## config.mk

```make
export PLATFORM = sky130hd
export DESIGN_NAME = send_ctrl
export DESIGN_NICKNAME = d
export VERILOG_FILES = /design/src/rtl/send_ctrl_pkg.sv /design/src/rtl/repeat_timer.sv /design/src/rtl/send_ctrl.sv
export SDC_FILE = /design/constraint.sdc
export NUM_CORES = 1
export LEC_CHECK = 0
export ABC_AREA = 1
export BUFFER_PORTS_ARGS = -buffer_cell sky130_fd_sc_hd__buf_2
export CAP_MARGIN = 40
export CORE_ASPECT_RATIO = 0.6
export CORE_UTILIZATION = 44
export DETAILED_ROUTE_END_ITERATION = 6
export PLACE_DENSITY = 0.69
export SLEW_MARGIN = 20
export SYNTH_ARGS = -nofsm -noshare
export SYNTH_HDL_FRONTEND = slang
export SYNTH_SLANG_ARGS = --single-unit
```

## constraint.sdc

```tcl
create_clock -name clk -period 1.55 [get_ports clk]
set_input_delay 0.31 -clock clk [delete_from_list [all_inputs] [get_ports clk]]
set_output_delay 0.31 -clock clk [all_outputs]
set_load 0.005 [all_outputs]
```

## src/rtl/send_ctrl_pkg.sv

```systemverilog
// rtl/send_ctrl_pkg.sv - shared state encoding for the send button controller
package send_ctrl_pkg;

  typedef enum logic [1:0] {
    IDLE = 2'd0,
    SEND = 2'd1,
    WAIT = 2'd2,
    HOLD = 2'd3
  } state_e;

  // Unreachable-state target; lets synthesis treat the default arm as don't-care.
  localparam state_e ERR = state_e'(2'bxx);

endpackage

```

## src/rtl/repeat_timer.sv

```systemverilog
// rtl/repeat_timer.sv - auto-repeat hold timer, built only with SEND_CTRL_AUTO_REPEAT_EN
`ifdef SEND_CTRL_AUTO_REPEAT_EN
module repeat_timer #(
  parameter int unsigned CYCLES = 100,
  parameter int unsigned W      = $clog2(CYCLES)
) (
  input  logic clk,
  input  logic reset,
  input  logic clr,
  input  logic en,
  output logic done
);

  logic [W-1:0] cnt_q;

  always_ff @(posedge clk or posedge reset) begin
    if (reset) begin
      cnt_q <= '0;
    end else if (clr) begin
      cnt_q <= '0;
    end else if (en) begin
      cnt_q <= cnt_q + 1'b1;
    end
  end

  assign done = (cnt_q == W'(CYCLES - 1));

endmodule
`endif

```

## src/rtl/send_ctrl.sv

```systemverilog
// rtl/send_ctrl.sv - one transmit request per button press, with optional auto-repeat
// Optional feature macro: SEND_CTRL_AUTO_REPEAT_EN
module send_ctrl
  import send_ctrl_pkg::*;
#(
  parameter int unsigned DATA_WIDTH    = 8,
  parameter int unsigned REPEAT_CYCLES = 50_000_000,
  parameter int unsigned CNT_WIDTH     = 8
) (
  input  logic                  clk,
  input  logic                  reset,
  input  logic                  btn,
  input  logic [DATA_WIDTH-1:0] data_in,
  input  logic                  tx_busy,
  output logic                  tx_send,
  output logic [DATA_WIDTH-1:0] tx_data,
  output logic [CNT_WIDTH-1:0]  send_count,
  output logic                  active
);

  if (REPEAT_CYCLES < 2) begin : g_repeat_cycles_check
    $error("send_ctrl: REPEAT_CYCLES must be at least 2");
  end

  state_e                state_q;
  logic                  btn_q;
  logic                  tx_send_q;
  logic                  active_q;
  logic [DATA_WIDTH-1:0] tx_data_q;
  logic [CNT_WIDTH-1:0]  cnt_q;
  logic                  press;

  assign press = btn & ~btn_q;

`ifdef SEND_CTRL_AUTO_REPEAT_EN
  localparam int unsigned TIMER_W = $clog2(REPEAT_CYCLES);

  logic rpt_done;
  logic rpt_clr;
  logic rpt_en;

  // Timer only runs while held in HOLD; it freezes at terminal count until the transmitter is free.
  assign rpt_clr = (state_q != HOLD) || !btn || (rpt_done && !tx_busy);
  assign rpt_en  = !rpt_done;

  repeat_timer #(
    .CYCLES (REPEAT_CYCLES),
    .W      (TIMER_W)
  ) u_repeat_timer (
    .clk   (clk),
    .reset (reset),
    .clr   (rpt_clr),
    .en    (rpt_en),
    .done  (rpt_done)
  );
`endif

  always_ff @(posedge clk or posedge reset) begin
    if (reset) begin
      state_q   <= IDLE;
      btn_q     <= 1'b0;
      tx_send_q <= 1'b0;
      active_q  <= 1'b0;
      tx_data_q <= '0;
      cnt_q     <= '0;
    end else begin
      btn_q <= btn;
      case (state_q)
        IDLE: begin
          if (press && !tx_busy) begin
            tx_data_q <= data_in;
            state_q   <= SEND;
            tx_send_q <= 1'b1;
            active_q  <= 1'b1;
          end
        end
        SEND: begin
          if (tx_busy) begin
            state_q   <= WAIT;
            tx_send_q <= 1'b0;
          end
        end
        WAIT: begin
          if (!tx_busy) begin
            cnt_q   <= cnt_q + 1'b1;
            state_q <= HOLD;
          end
        end
        HOLD: begin
          if (!btn) begin
            state_q  <= IDLE;
            active_q <= 1'b0;
          end
`ifdef SEND_CTRL_AUTO_REPEAT_EN
          else if (rpt_done && !tx_busy) begin
            tx_data_q <= data_in;
            state_q   <= SEND;
            tx_send_q <= 1'b1;
          end
`endif
        end
        default: state_q <= ERR;
      endcase
    end
  end

  assign tx_send    = tx_send_q;
  assign tx_data    = tx_data_q;
  assign send_count = cnt_q;
  assign active     = active_q;

endmodule

```

==> results of run 1 <==
-- cell families after synthesis --
group	after synthesis
AOI/OAI and AO/OA	9
xor gates and xnor gates	3
adders and majority gates	5
buffers and inverters	23
DFF	21
and+or+nand+nor	65
-- synthesized netlist by cell type (all sizes together) --
| library cell | n |
|---|---|
| inv | 22 |
| o21ai | 9 |
| or2 | 1 |
| nand2 | 45 |
| xor2 | 3 |
| ha | 5 |
| buf | 1 |
| dfrtp | 21 |
| nor2 | 11 |
| nand3 | 8 |
-- critical path, delay by kind of cell (launching register included) --
family	cells	cell delay (ns)
fa+ha+maj	1	0.21
simple gates	6	0.48
buf+inv	2	0.18
flops	1	0.42
-- routing by layer --
metal / global-route usage / wire length [µm] / up-vias
met2: 0.291 / 931 / 20
met4: 0.0489 / 12 / 0
li1: - / - / 445
met5: 0 / 0 / -
met1: 0.178 / 845 / 377
met3: 0.0653 / 103 / 2
-- path summary, 6_finish.rpt --
path                                      end  slack, ns       start  depth (start not counted)
worst min-delay path                    btn_q       0.07       reset                          3
max in group asynchronous       send_count[3]       1.26       reset                          3
min in group clk                        btn_q       0.20         btn                          1
worst max register to register  send_count[4]       0.15  state_q[0]                          9
worst min register to register     tx_data[3]       0.48  tx_data[3]                          2
worst max-delay path            send_count[4]       0.15  state_q[0]                          9
-- where the power goes --
group | switching (W) | total (W) | internal (W)
combinational | 0.000500 | 0.000905 | 0.000406
clock | 0.000172 | 0.000351 | 0.000179
sequential | 0.000171 | 0.000936 | 0.000765
-- stage by stage --
stage	std cells	total power [W]	instance area, µm²
finish	190	0.00219	1310
detailed placement	186	0.00185	1250
floorplan	126	0.00152	1070
global placement	186	0.00180	1250
CTS	190	0.00222	1300
global route	190	0.00240	1310
-- sequential cells by signal, indices dropped and copies added (netlist names) --
| signal | cells |
|---|---|
| state_q | 2 |
| tx_data | 8 |
| btn_q | 1 |
| send_count | 8 |
| active | 1 |
| tx_send | 1 |
-- final cells by class --
cell class | instances | area (µm²)
Tap cell | 30 | 37.5
Timing Repair Buffer | 31 | 160
Clock buffer | 3 | 41.3
Multi-Input combinational cell | 82 | 453
Sequential cell | 21 | 526
Fill cell | 197 | 923
Inverter | 22 | 82.6
Clock inverter | 1 | 5.00
-- repair_timing --
action | 4_1_cts | 5_1_grt
resized for setup | 0 | 1
endpoints found under the hold margin | 0 | 0
setup endpoints to repair | 0 | 2
==> results.txt, run 1 <==
status: finished clean
Crit path largest cell delay: 0.42 ns
die height: 40.2 µm
pin count of the biggest net entering global routing: 22
Syn Inst Count: 126
Finish-stage setup viols: 0
via density per instance: 4.44
main combinational cell family by area after synthesis: simple AND/OR/NAND/NOR gates
initial antenna violation count: 0
Layout Nets: 178
hold crit path type: input port to asynchronous set/reset pin
gr ovfl total: 0
fmax: 716 MHz
all-layer global routing usage: 0.160
first-pass GRT wire length: 2980 µm
Yosys Warn Count: 0
commonest non-fill, non-tap cell in the layout: nand2_1
final worst setup slack: 0.154 ns
Post-Synth XOR/XNOR Area: 0.0246
min cycle time layout: 1.40 ns
FF+latch count, synth: 21
clock latency on the worst-skew pair: 0.26 ns
Adder-Cell Fraction of Synth Area: 0.0586
post-CTS setup buffers: 0
Routed WL: 1890 µm
diode count: 0
CTS tree: yes
post-layout util: 0.586
Most Frequent Cell on Critical Path: nand2_1
final setup TNS: 0 ns
Final HPWL DP: 1430 µm
share of the synthesized area in the top cell type: 0.492
Setup CP Type: flip-flop to flip-flop
Req. time, crit path: 1.70 ns
drt first pass iters: 4
Cell variety after synth: 15
mux cell area share after synthesis: 0
max_cap viols: 0
post-synthesis compound-gate area fraction: 0.0703
LEAKAGE: 0.751 nW
htree depth: 1
CTS Buffer Depth: 2
GP Congestion: 0.772
clk root buf: clkbuf_8
Slew HR: 0.819
critical path's slowest cell: dfrtp_1
power per cell area: 1680 nW/µm²
critical path arrival: 1.54 ns
Synth Net Count: 143
hold_buf cts: 0
WHS: 0.0719 ns
Critical Path, Cell by Cell: inv_1 > ha_1 > inv_1 > nor2_4 > nand2_2 > nor2_4 > nand2_1 > nand2_1 > nand2_1
top-level I/O count: 30
Vias: 844
skew final: 0.00686 ns
largest cells by area after synthesis: dfrtp_1 (49%), nand2_1 (15%), inv_1 (7.7%), o21ai_2 (6.6%), ha_1 (5.9%)
TritonCTS Buffers: 3
final worst path period share: 0.901
die area: 2630 µm²
Post-DRT Antenna Nets: 0
RSZ-0062 raised after global routing: false
CTS clk-pin slew, worst paths: 0.08 ns
syn_area_per_cell: 8.47 µm²
remaining routing DRC violations: 0
critical path capture point type: flip-flop
vias in the first global route: 691
Port-buffer cells: 29
crit start category: flip-flop
# clock sinks: 21
synthesis-to-finish area growth: 22.3%
fraction of final layout cells with drive strength greater than 1: 0.325
Synth Area in Simple Gates: 0.266
peak supply drop: 0.000907 V
1st-iter DRT viols: 24
endpoints failing hold: 0
die span in x: 65.6 µm
commonest non-fill, non-tap cells in the layout: nand2_1 (43), buf_2 (29), inv_1 (22)
Seq/Total Area, Yosys: 0.492
total core area: 2230 µm²
Slew Viols, Final: 0
Starting Density: 0.479
Cell Rows: 13
Post-Syn Area: 1070 µm²
wire per inst: 9.96 µm
Least-Margin Pin Slew: 0.272 ns
CP Max Fanout: 4
dpl ws: 0.133 ns
top cell type by total area after synthesis: dfrtp_1
(Power assumes the default switching activity.)
==> inputs of run 2 (changes only) <==
--- a/config.mk
+++ b/config.mk
@@ -8,10 +8,9 @@
 export ABC_AREA = 1
 export BUFFER_PORTS_ARGS = -buffer_cell sky130_fd_sc_hd__buf_2
 export CAP_MARGIN = 40
-export CORE_ASPECT_RATIO = 0.6
-export CORE_UTILIZATION = 44
+export CORE_UTILIZATION = 50
 export DETAILED_ROUTE_END_ITERATION = 6
-export PLACE_DENSITY = 0.69
+export PLACE_DENSITY = 0.77
 export SLEW_MARGIN = 20
 export SYNTH_ARGS = -nofsm -noshare
 export SYNTH_HDL_FRONTEND = slang
==> results.txt, run 2 (synthesis results as in run 1) <==
Critical Path, Cell by Cell: inv_1 > ha_1 > inv_1 > nor2_4 > nand2_2 > nor2_4 > nand2_1 > nand2_1 > nand2_1
Tot Pwr: 0.00211 W (-3.7%)
area of the multi-input gates: 453 µm² (unchanged)
Int Power: 0.00127 W (-6.1%)
Layout Nets: 178 (unchanged)
final setup TNS: 0 ns (unchanged)
die area: 2320 µm² (-12%)
hold crit path type: input port to asynchronous set/reset pin
endpoints failing hold: 2 (+2)
NetSw: 0.000844 W (+0.18%)
skew final: 0.00614 ns (-0.000715 ns)
Crit path largest cell delay: 0.43 ns (about the same)
fmax: 718 MHz (+0.22%)
CTS Buffer Depth: 2 (unchanged)
fraction of final layout cells with drive strength greater than 1: 0.319 (-0.00625)
DP Cell Count: 183 (-1.6%)
Vias: 868 (+2.8%)
# clock sinks: 21 (unchanged)
worst flop-to-flop path startpoint: state_q[0]
die height: 48.2 µm (+20%)
1st-iter DRT viols: 9 (-63%)
drt first pass iters: 6 (+2)
max_cap viols: 0 (unchanged)
status: finished, violations left
dpl ws: 0.143 ns (+0.0101 ns)
Slew Viols, Final: 0 (unchanged)
remaining routing DRC violations: 0 (unchanged)
gr ovfl total: 0 (unchanged)
clock latency on the worst-skew pair: 0.31 ns (+0.05 ns)
Cell Rows: 16 (+3)
wire per inst: 10.4 µm (+4.7%)
FF-to-FF setup slack: 0.16 ns (about the same)
WHS: -0.00270 ns (-0.0746 ns)
GP Congestion: 0.870 (+13%)
power per cell area: 1650 nW/µm² (-1.9%)
CP Max Fanout: 4 (unchanged)
diode count: 0 (unchanged)
Slew HR: 0.817 (-0.00114)
initial antenna violation count: 0 (unchanged)
Routed WL: 1950 µm (+3.0%)
Filler cells: 171 (-13%)
RSZ-0062 raised after global routing: false
LEAKAGE: 0.740 nW (-1.4%)
Finish-stage setup viols: 0 (unchanged)
Setup CP Type: flip-flop to flip-flop
post-layout util: 0.646 (+0.0608)
top-level I/O count: 30 (unchanged)
TritonCTS Buffers: 3 (unchanged)
flip-flop and latch area: 526 µm² (unchanged)
first-pass GRT wire length: 2930 µm (-1.6%)
Gate power share: 0.430 (+0.017)
clk root buf: clkbuf_4
worst path bufs/invs: 2 (unchanged)
critical path's slowest cell: dfrtp_1
Starting Density: 0.539 (+0.0596)
pin count of the biggest net entering global routing: 22 (unchanged)
synthesis-to-finish area growth: 20.0%
peak supply drop: 0.000948 V (+4.6%)
commonest non-fill, non-tap cell in the layout: nand2_1
final worst path period share: 0.899 (-0.00197)
htree depth: 1 (unchanged)
Clock power frac: 0.131 (-0.029)
Least-Margin Pin Slew: 0.274 ns (+0.00171 ns)
failing checks: negative hold slack
Final HPWL DP: 1490 µm (+3.8%)
CTS tree: yes
vias in the first global route: 703 (+1.7%)
die span in x: 48.2 µm (-27%)
Most Frequent Cell on Critical Path: nand2_1
via density per instance: 4.64 (+4.5%)
Port-buffer cells: 29 (unchanged)
CTS clk-pin slew, worst paths: 0.12 ns (+0.04 ns)
commonest non-fill, non-tap cells in the layout: nand2_1 (43), buf_2 (29), inv_1 (22)
non-filler cells, final: 187 (-1.6%)
Req. time, crit path: 1.76 ns (+0.06 ns)
crit start category: flip-flop
min cycle time layout: 1.39 ns (-0.00305 ns)
Post-DRT Antenna Nets: 0 (unchanged)
critical path capture point type: flip-flop
final worst setup slack: 0.157 ns (+0.00305 ns)
all-layer global routing usage: 0.186 (+0.0259)
Reg power frac: 0.439 (+0.012)
post-CTS setup buffers: 0 (unchanged)
Sw Ratio: 0.400 (+0.0153)
total core area: 1980 µm² (-11%)
critical path arrival: 1.61 ns (+0.07 ns)
Crit path max-delay family: simple AND/OR/NAND/NOR gates
launch point of the critical path: state_q[0]
==> run 2: changes by cell type in the layout (fill, tap and decap cells not counted), sizes merged <==
cell / delta
clkinv: -1
clkbuf: +1
==> run 2: worst paths after layout <==
kind	endpoint	cells after the start
setup / recovery	send_count[4]	9
hold / removal	send_count[6]	3
hold reg to reg	tx_data[4]	2
max in group asynchronous	send_count[2]	3
min in group clk	btn_q	1
setup reg to reg	send_count[4]	9
==> run 2: worst register-to-register path, stage by stage (launching register included) <==
cell	delay, ns
dfrtp_1	0.43
inv_1	0.10
ha_1	0.20
inv_1	0.09
nor2_4	0.12
nand2_2	0.09
nor2_4	0.12
nand2_1	0.06
nand2_1	0.05
nand2_1	0.04
==> run 2: final cells by class <==
class / count / area share
flip-flops and latches: 21 / 0.410
clock buffers: 4 / 0.0205
multi-input cells: 82 / 0.354
inverters: 22 / 0.0645
well taps: 27 / 0.0264
repair buffers: 31 / 0.125
==> run 2: what timing repair did <==
item | CTS | global route
resized for setup | 0 | 1
setup endpoints to repair | 0 | 2
hold buffers | 0 | 0
==> run 2: per-stage QoR <==
step	area, µm²	hold slack, ns
global route	1280	0.0369
detailed placement	1250	0.360
finish	1280	-0.00270
global placement	1250	0.351
CTS	1280	0.0167
floorplan	1070	0.287
==> run 2: routing by layer <==
| metal | GRT usage | part of all wire |
|---|---|---|
| met5 | 0 | 0 |
| met4 | 0.0833 | 0.015 |
| met3 | 0.0333 | 0.035 |
| met2 | 0.328 | 0.51 |
| met1 | 0.218 | 0.44 |
==> run 2: power by group through the flow <==
stage                     Sequential, W  Combinational, W  Clock [W]
final                          0.000927          0.000907   0.000278
after global routing           0.000966           0.00106   0.000300
after CTS                      0.000933          0.000918   0.000278
after detailed placement       0.000944          0.000914          0
after global placement         0.000926          0.000867          0
after floorplan                0.000940          0.000579          0
==> inputs of run 3 (changes only) <==
==> constraint.sdc (replaced) <==
create_clock -name clk -period 1.6 [get_ports clk]
set_input_delay 0.32 -clock clk [delete_from_list [all_inputs] [get_ports clk]]
set_output_delay 0.32 -clock clk [all_outputs]
set_load 0.005 [all_outputs]
==> results.txt, run 3 (synthesis results as in run 1) <==
commonest non-fill, non-tap cell in the layout: nand2_1
die span in x: 48.2 µm (unchanged)
CTS clk-pin slew, worst paths: 0.11 ns (about the same)
total core area: 1980 µm² (unchanged)
top-level I/O count: 30 (unchanged)
1st-iter DRT viols: 23 (+14)
endpoints failing hold: 0 (-2)
dpl ws: 0.145 ns (+0.00209 ns)
CTS tree: yes
hold crit path type: input port to asynchronous set/reset pin
final worst path period share: 0.898 (about the same)
via density per instance: 4.55 (-2.0%)
worst flop-to-flop path startpoint: state_q[0]
htree depth: 1 (unchanged)
min cycle time layout: 1.44 ns (+0.0442 ns)
LEAKAGE: 0.734 nW (-0.81%)
final setup TNS: 0 ns (unchanged)
post-place instance area: 1240 µm² (-0.60%)
remaining routing DRC violations: 0 (unchanged)
Finish-stage setup viols: 0 (unchanged)
Tot Pwr: 0.00203 W (-4.1%)
critical path's slowest cell: dfrtp_1
fraction of final layout cells with drive strength greater than 1: 0.321 (+0.00200)
critical path arrival: 1.64 ns (+0.03 ns)
FF-to-FF setup slack: 0.16 ns (about the same)
Vias: 846 (-2.5%)
Slew Viols, Final: 0 (unchanged)
wire per inst: 9.84 µm (-5.6%)
fmax: 696 MHz (-3.1%)
peak supply drop: 0.00106 V (+12%)
Req. time, crit path: 1.81 ns (+0.05 ns)
final worst setup slack: 0.163 ns (+0.00584 ns)
commonest non-fill, non-tap cells in the layout: nand2_1 (43), buf_2 (29), inv_1 (22)
gr ovfl total: 0 (unchanged)
pin count of the biggest net entering global routing: 22 (unchanged)
RSZ-0062 raised after global routing: false
Layout Nets: 177 (-0.56%)
CTS Buffer Depth: 2 (unchanged)
Crit path largest cell delay: 0.43 ns (about the same)
all-layer global routing usage: 0.165 (-0.0210)
crit start category: flip-flop
first-pass GRT wire length: 2560 µm (-13%)
synthesis-to-finish area growth: 19.8%
Slew HR: 0.824 (+0.00614)
RR Endpoint: send_count[4]
Least-Margin Pin Slew: 0.265 ns (-0.00920 ns)
Final HPWL DP: 1370 µm (-7.6%)
Crit path max-delay family: simple AND/OR/NAND/NOR gates
max_cap viols: 0 (unchanged)
power per cell area: 1580 nW/µm² (-3.9%)
CP Max Fanout: 4 (unchanged)
status: finished clean
TritonCTS Buffers: 3 (unchanged)
vias in the first global route: 625 (-11%)
Most Frequent Cell on Critical Path: nand2_1
Routed WL: 1830 µm (-6.1%)
fin area: 1280 µm² (-0.20%)
drt first pass iters: 4 (-2)
area of the multi-input gates: 458 µm² (+1.1%)
clock latency on the worst-skew pair: 0.30 ns (about the same)
Filler cells: 179 (+4.7%)
flip-flop and latch area: 526 µm² (unchanged)
diode count: 0 (unchanged)
Post-DRT Antenna Nets: 0 (unchanged)
Setup CP Type: flip-flop to flip-flop
die area: 2320 µm² (unchanged)
Starting Density: 0.539 (unchanged)
Critical Path, Cell by Cell: inv_1 > ha_2 > inv_1 > nor2_2 > nand2_2 > nor2_4 > nand2_1 > nand2_1 > nand2_1
critical path capture point type: flip-flop
skew final: 0.00309 ns (-0.00305 ns)
clk root buf: clkbuf_4
GP Congestion: 0.845 (-2.8%)
Cell Rows: 16 (unchanged)
worst path bufs/invs: 2 (unchanged)
Port-buffer cells: 29 (unchanged)
die height: 48.2 µm (unchanged)
initial antenna violation count: 0 (unchanged)
Reg2Reg Depth: 9 (unchanged)
# clock sinks: 21 (unchanged)
[run 3: per-stage QoR]
stage                util  hold WS, ns  std cells
finish              0.645       0.0277        186
global placement    0.627        0.358        182
global route        0.645       0.0530        186
detailed placement  0.627        0.370        182
floorplan               -        0.297        126
CTS                 0.640       0.0267        186
[run 3: what timing repair did]
item | in CTS | in global routing
resized for setup | 0 | 2
setup buffers | 0 | 0
hold buffers | 0 | 0
endpoints found under the setup margin | 0 | 3
endpoints found under the hold margin | 0 | 0
[run 3: area by class of cell]
cell class / instances / share of cell area
flip-flops and latches: 21 / 0.411
well taps: 27 / 0.0264
inverters: 22 / 0.0646
repair buffers: 30 / 0.119
multi-input cells: 82 / 0.358
clock buffers: 4 / 0.0205
[run 3: worst min-delay path: stages]
cell and delay (ns):
buf_2 0.09, inv_1 0.04, buf_4 0.27
[run 3: worst max path at each step]
stage               start            end  slack [ns]  depth (start not counted)
5_1_grt        state_q[0]  send_count[4]        0.04                          9
4_1_cts        state_q[0]     tx_data[7]        0.12                          5
6_report       state_q[0]  send_count[4]        0.16                          9
3_3_place_gp   state_q[0]     tx_data[3]        0.20                          5
2_1_floorplan  state_q[0]  send_count[4]        0.31                          9
3_5_place_dp   state_q[0]     tx_data[1]        0.15                          5
[run 3: power breakdown]
group | internal (W) | switching [W] | total, W
clock network | 0.0000972 | 0.000156 | 0.000253
logic | 0.000394 | 0.000481 | 0.000875
registers | 0.000739 | 0.000158 | 0.000897
total | 0.00123 | 0.000795 | 0.00203
[run 3: metal layers]
| metal | share of wire | GRT usage |
|---|---|---|
| met5 | 0 | 0 |
| met4 | 0.018 | 0.100 |
| met3 | 0.045 | 0.0333 |
| met2 | 0.46 | 0.240 |
| met1 | 0.48 | 0.225 |
